### src/rtl/seg_anim_pkg.sv
// Shared encodings and glyph constants for the seven-segment animation engine.
// Segment bit order is {dp,g,f,e,d,c,b,a}, active-high before polarity is applied.
package seg_anim_pkg;

   typedef enum logic [1:0] {
      MODE_SWEEP  = 2'b00,
      MODE_BOUNCE = 2'b01,
      MODE_HEART  = 2'b10,
      MODE_BLANK  = 2'b11
   } mode_e;

   localparam int unsigned SEG_A  = 0;
   localparam int unsigned SEG_B  = 1;
   localparam int unsigned SEG_C  = 2;
   localparam int unsigned SEG_D  = 3;
   localparam int unsigned SEG_E  = 4;
   localparam int unsigned SEG_F  = 5;
   localparam int unsigned SEG_G  = 6;
   localparam int unsigned SEG_DP = 7;

   localparam logic [7:0] SEG_BLANK = 8'h00;

   // Left vertical bar (segments e and f), the default moving-bar glyph: 8'h30.
   localparam logic [7:0] SEG_BAR_LEFT = 8'((1 << SEG_E) | (1 << SEG_F));

   function automatic logic [7:0] drive_glyph(input logic [7:0] glyph, input bit active_low);
      return active_low ? ~glyph : glyph;
   endfunction

endpackage

### src/rtl/tick_gen.sv
// Base-tick prescaler: counts 0..TICK_DIV-1 while enabled and flags the last count.
// The counter is sized from TICK_DIV itself, so large dividers are never truncated.
module tick_gen #(
   parameter int unsigned TICK_DIV = 1389000
) (
   input  logic clk,
   input  logic reset,
   input  logic enable,
   output logic tick
);

   localparam int unsigned CntW   = $clog2(TICK_DIV);
   localparam logic [CntW-1:0] CntMax = CntW'(TICK_DIV - 1);

   logic [CntW-1:0] tick_cnt_q;

   always_ff @(posedge clk or posedge reset) begin
      if (reset) begin
         tick_cnt_q <= '0;
      end else if (enable) begin
         tick_cnt_q <= (tick_cnt_q == CntMax) ? '0 : tick_cnt_q + 1'b1;
      end
   end

   assign tick = enable && (tick_cnt_q == CntMax);

endmodule

### src/rtl/seg_animator.sv
// Moving-bar animation engine for a multiplexed seven-segment display: step counter,
// position FSM (mode_lat, pos, dir) and a registered glyph decode onto a flat segment bus.
module seg_animator
   import seg_anim_pkg::*;
#(
   parameter int unsigned NUM_DIGITS  = 4,
   parameter int unsigned TICK_DIV    = 1389000,
   parameter logic [7:0]  LIT_PATTERN = SEG_BAR_LEFT,
   parameter bit          ACTIVE_LOW  = 1'b1,
   localparam int unsigned POS_W      = (NUM_DIGITS > 1) ? $clog2(NUM_DIGITS) : 1
) (
   input  logic                    clk,
   input  logic                    reset,
   input  logic                    enable,
   input  logic [1:0]              mode,
   input  logic [3:0]              speed,
   output logic [NUM_DIGITS*8-1:0] seg,
   output logic [POS_W-1:0]        pos,
   output logic                    step_stb
);

   localparam logic [POS_W-1:0] PosLast   = POS_W'(NUM_DIGITS - 1);
   localparam logic [POS_W-1:0] HeartLast = POS_W'((NUM_DIGITS + 1) / 2);
   localparam logic [7:0]       GlyphOn   = drive_glyph(LIT_PATTERN, ACTIVE_LOW);
   localparam logic [7:0]       GlyphOff  = drive_glyph(SEG_BLANK, ACTIVE_LOW);

   logic                    tick;
   logic                    step;
   mode_e                   mode_in;
   logic [3:0]              step_cnt_q;
   logic [3:0]              speed_lat_q;
   mode_e                   mode_lat_q;
   logic [POS_W-1:0]        pos_q;
   logic                    dir_up_q;
   logic                    step_stb_q;
   logic [NUM_DIGITS-1:0]   lit;
   logic [NUM_DIGITS*8-1:0] seg_d;
   logic [NUM_DIGITS*8-1:0] seg_q;

   tick_gen #(
      .TICK_DIV (TICK_DIV)
   ) u_tick_gen (
      .clk    (clk),
      .reset  (reset),
      .enable (enable),
      .tick   (tick)
   );

   assign mode_in = mode_e'(mode);

   // tick already implies enable, so a held-low enable can never produce a step.
   assign step = tick && (step_cnt_q == speed_lat_q);

   always_ff @(posedge clk or posedge reset) begin
      if (reset) begin
         step_cnt_q  <= '0;
         speed_lat_q <= '0;
         mode_lat_q  <= MODE_BLANK;
         pos_q       <= '0;
         dir_up_q    <= 1'b1;
         step_stb_q  <= 1'b0;
      end else begin
         step_stb_q <= step;
         if (tick) begin
            step_cnt_q <= step ? '0 : step_cnt_q + 1'b1;
         end
         if (step) begin
            speed_lat_q <= speed;
            if (mode_in != mode_lat_q) begin
               // A new mode restarts the animation and spends this step on the reload.
               mode_lat_q <= mode_in;
               pos_q      <= '0;
               dir_up_q   <= 1'b1;
            end else begin
               unique case (mode_lat_q)
                  MODE_SWEEP: begin
                     pos_q <= (pos_q == PosLast) ? '0 : pos_q + 1'b1;
                  end
                  MODE_BOUNCE: begin
                     if (NUM_DIGITS == 1) begin
                        pos_q <= '0;
                     end else if (dir_up_q) begin
                        if (pos_q == PosLast) begin
                           pos_q    <= pos_q - 1'b1;
                           dir_up_q <= 1'b0;
                        end else begin
                           pos_q <= pos_q + 1'b1;
                        end
                     end else begin
                        if (pos_q == '0) begin
                           pos_q    <= pos_q + 1'b1;
                           dir_up_q <= 1'b1;
                        end else begin
                           pos_q <= pos_q - 1'b1;
                        end
                     end
                  end
                  MODE_HEART: begin
                     pos_q <= (pos_q == HeartLast) ? '0 : pos_q + 1'b1;
                  end
                  MODE_BLANK: begin
                     pos_q <= '0;
                  end
               endcase
            end
         end
      end
   end

   // Heart stage k lights the pair k-1 and N-k, which meet in the middle for odd N.
   always_comb begin
      lit = '0;
      for (int i = 0; i < int'(NUM_DIGITS); i++) begin
         unique case (mode_lat_q)
            MODE_SWEEP, MODE_BOUNCE: lit[i] = (i == int'(pos_q));
            MODE_HEART: lit[i] = (pos_q != '0) &&
                                 ((i == int'(pos_q) - 1) || (i == int'(NUM_DIGITS) - int'(pos_q)));
            MODE_BLANK: lit[i] = 1'b0;
         endcase
      end
   end

   always_comb begin
      seg_d = '0;
      for (int i = 0; i < int'(NUM_DIGITS); i++) begin
         seg_d[i*8 +: 8] = lit[i] ? GlyphOn : GlyphOff;
      end
   end

   always_ff @(posedge clk or posedge reset) begin
      if (reset) begin
         seg_q <= {NUM_DIGITS{GlyphOff}};
      end else if (enable) begin
         seg_q <= seg_d;
      end
   end

   assign seg      = seg_q;
   assign pos      = pos_q;
   assign step_stb = step_stb_q;

endmodule

### config.mk
export PLATFORM = sky130hd
export DESIGN_NAME = seg_animator
export DESIGN_NICKNAME = d
export VERILOG_FILES = /design/src/rtl/seg_anim_pkg.sv /design/src/rtl/tick_gen.sv /design/src/rtl/seg_animator.sv
export SDC_FILE = /design/constraint.sdc
export NUM_CORES = 1
export LEC_CHECK = 0
export ABC_AREA = 1
export BUFFER_PORTS_ARGS = -buffer_cell sky130_fd_sc_hd__buf_2
export CAP_MARGIN = 30
export CORE_ASPECT_RATIO = 1.5
export CORE_MARGIN = 5
export CORE_UTILIZATION = 40
export CTS_BUF_LIST = sky130_fd_sc_hd__clkbuf_2 sky130_fd_sc_hd__clkbuf_4 sky130_fd_sc_hd__clkbuf_8
export DETAILED_ROUTE_END_ITERATION = 8
export PLACE_DENSITY = 0.61
export SYNTH_ARGS = -nofsm -noshare
export SYNTH_HDL_FRONTEND = slang
export SYNTH_SLANG_ARGS = --single-unit
### constraint.sdc
create_clock -name clk -period 1.5 [get_ports clk]
set_input_delay 0.3 -clock clk [delete_from_list [all_inputs] [get_ports clk]]
set_output_delay 0.3 -clock clk [all_outputs]
set_load 0.02 [all_outputs]
==> impl_metrics.ini <==
[run_status]
status = completed

[placed_design]
detailedPlacementHpwl_um = 4590
placedCellCount = 468
placement.io_buffers = 19
final_gp_congestion = 0.968
placement.cell_area_um2 = 2900
dp_worst_setup_slack_ns = -0.0722

[critical_path]
critPathRequiredTime_ns = 1.67
critPathCaptureType = flip-flop
cp_data_arrival_time_ns = 1.66
crit_path_start_kind = flip-flop
setup.worst_path.class = flip-flop to flip-flop
crit_fanout = 3

[route]
drt_drc_violations_left = 0
routed_wire_length_per_instance_um = 12.0
postRouteWirelength_um = 5780
antenna_viol_nets_final = 0
drt_first_iter_violations = 125
detailedRoute.firstPassIterationCount = 4
vias = 2256
vias_cell = 4.70

[floorplan]
fp.dieH_um = 109
floorplan.rows = 36
starting_density_pct = 40.4
io_pins = 44
die_x_um = 75.9
dieArea_um2 = 8260
fp.coreArea_um2 = 6440

[logic_synthesis]
synth_simple_gate_area_share_pct = 30.9
syn_avg_cell_area_um2 = 7.46
ys_ff_latch = 39
synth-compound-area-share_pct = 6.05
post_synth_mux_area_share_pct = 0
post_synth_num_cell_types = 31
proportion_of_synthesized_chip_area_in_sequential_cells_pct = 37.8
synth-warning-count = 0
syn_area_um2 = 2600
yosys.area_share.xor_xnor_pct = 4.37
yosys.area_share.adder_pct = 3.84
post_synth_inst_count = 349
main_combinational_cell_family_by_area_after_synthesis = simple AND/OR/NAND/NOR gates

[clock_tree]
numClockSinks = 39
clock_tree.htree_level_count = 2
tritoncts_clock_tree = built
clock_tree.root_cell = clkbuf_8
clock_insertion_delay_worst_skew_ns = 0.29
clockBufferDepth = 2
worst_setup_hold_path_clk_slew_ns = 0.08
cts_inserted_buffers = 5

[power_and_ir_drop]
irDropWorstVdd_mv = 0.455
power_density_nw_per_um2 = 889
leakage_uw = 0.00159
report.power.total_uw = 2790

[sta]
layout_min_cycle_time_ns = 1.49
max_freq_mhz = 673
report.final.slew_viol_count = 0
clock-skew-final_ns = 0.0148
grt_setup_unrepaired = yes
timing_hold_violations_final = 0
final_critical_path_setup_slack_ns = 0.0143
min_period_over_period_pct = 99.0
report.final.setup_viol = 0

[cells_and_area]
layout.cells.non_filler = 480
share_of_post_route_cells_with_drive_strength_above_1_pct = 27.0
final_cell_area_um2 = 3130
num-fill-cells = 658
antennaDiodeCount = 0
area.growth.synth_to_final_pct = 20.3
final_nets = 420

[grt]
overflow = 0
grt.total_usage_pct = 15.4
first_pass_grt_wire_length_um = 9790
first_global_vias = 2246
antenna_found_initial = 0
grt_max_degree = 18

[hold_path]
worst_hold_path_type = primary input to flip-flop

[job]
max-cap-violations = 0
metrics by stage:
step	setup TNS (ns)	hold slack [ns]	util, %
floorplan	0	0.417	-
global placement	-0.0243	0.306	45.0
detailed placement	-0.414	0.307	45.0
CTS	-0.0903	0.203	47.6
global route	-1.53	0.209	48.6
finish	0	0.197	48.6
worst max-delay path: stages, from the launching register on:
cell	delay (ns)
dfrtp_1	0.37
ha_2	0.20
nand2_1	0.08
nor2_1	0.12
nand2_1	0.12
buf_4	0.16
nor3_1	0.14
nand2_1	0.07
o21ai_0	0.07
inv_1	0.05
layout make-up:
type | count | area [um2] | area share, %
multi-input combinational | 249 | 1360 | 43.3
sequential | 39 | 990 | 31.6
timing repair buffer | 54 | 385 | 12.3
inverter | 54 | 205 | 6.55
tap | 76 | 95.1 | 3.04
clock buffer | 7 | 90.1 | 2.88
clock inverter | 1 | 8.76 | 0.280
metal layers:
metal	track usage, %	wire (um)
met1	16.7	2170
met2	28.2	3200
met3	2.68	220
met4	6.50	180
met5	0	0
placed cells by master (no fill, tap or decap), types with 7 or more instances in the layout:
master / count
nand2_1: 64
inv_1: 50
nor2_1: 39
buf_4: 32
dfrtp_1: 28
conb_1: 24
nand3_1: 20
buf_2: 19
nor3_1: 12
o21ai_0: 12
xor2_1: 10
nor2_2: 9
nand4_1: 8
nand2_2: 7
ha_1: 7
dfstp_2: 7
registers in the layout, indices dropped and copies added (netlist names):
name and count:
seg 4, step_cnt_q 4, pos 2, dir_up_q 1, speed_lat_q 4, mode_lat_q 2, u_tick_gen.tick_cnt_q 21, step_stb 1
cells by family after synthesis:
family / Yosys count
flops: 39
buf+inv: 85
simple gates: 175
xor+xnor: 13
fa+ha+maj: 8
other cells: 1
compound gates: 28
final timing paths:
check,slack [ns],end,startpoint,cells after the start
worst max-delay path,0.01,u_tick_gen.tick_cnt_q[10],u_tick_gen.tick_cnt_q[0],9
worst min-delay path,0.20,speed_lat_q[1],speed[1],3
worst max register to register,0.01,u_tick_gen.tick_cnt_q[10],u_tick_gen.tick_cnt_q[0],9
worst min register to register,0.50,seg[28],seg[28],2
max in group asynchronous,0.41,u_tick_gen.tick_cnt_q[8],reset,4
min in group asynchronous,0.53,speed_lat_q[0],reset,3
synth_stat cells (all sizes together):
cell type / number / area, um2
a21oi: 4 / 20.0
a22o: 2 / 17.5
buf: 30 / 233
clkbuf: 1 / 5.00
conb: 1 / 3.75
dfrtp: 32 / 801
dfstp: 7 / 184
ha: 8 / 100
inv: 54 / 203
nand2: 71 / 272
nand3: 22 / 123
nand3b: 1 / 7.51
nand4: 8 / 50.1
nor2: 53 / 233
nor3: 18 / 106
o211ai: 3 / 22.5
o21a: 1 / 7.51
o21ai: 18 / 90.1
or2: 2 / 12.5
xnor2: 3 / 26.3
xor2: 10 / 87.6
power by group:
| group | internal (uW) | switching (uW) | total [uW] |
|---|---|---|---|
| Combinational | 290 | 417 | 707 |
| Sequential | 1170 | 132 | 1300 |
| Clock | 395 | 379 | 774 |
timing repair:
action,in CTS,in global routing
setup buffers,2,0
cloned,1,0
endpoints found under the hold margin,6,0
resized for setup,4,26
pin swaps,2,9
hold buffers,1,0
endpoints found under the setup margin,15,31
(Power assumes the default switching activity.)
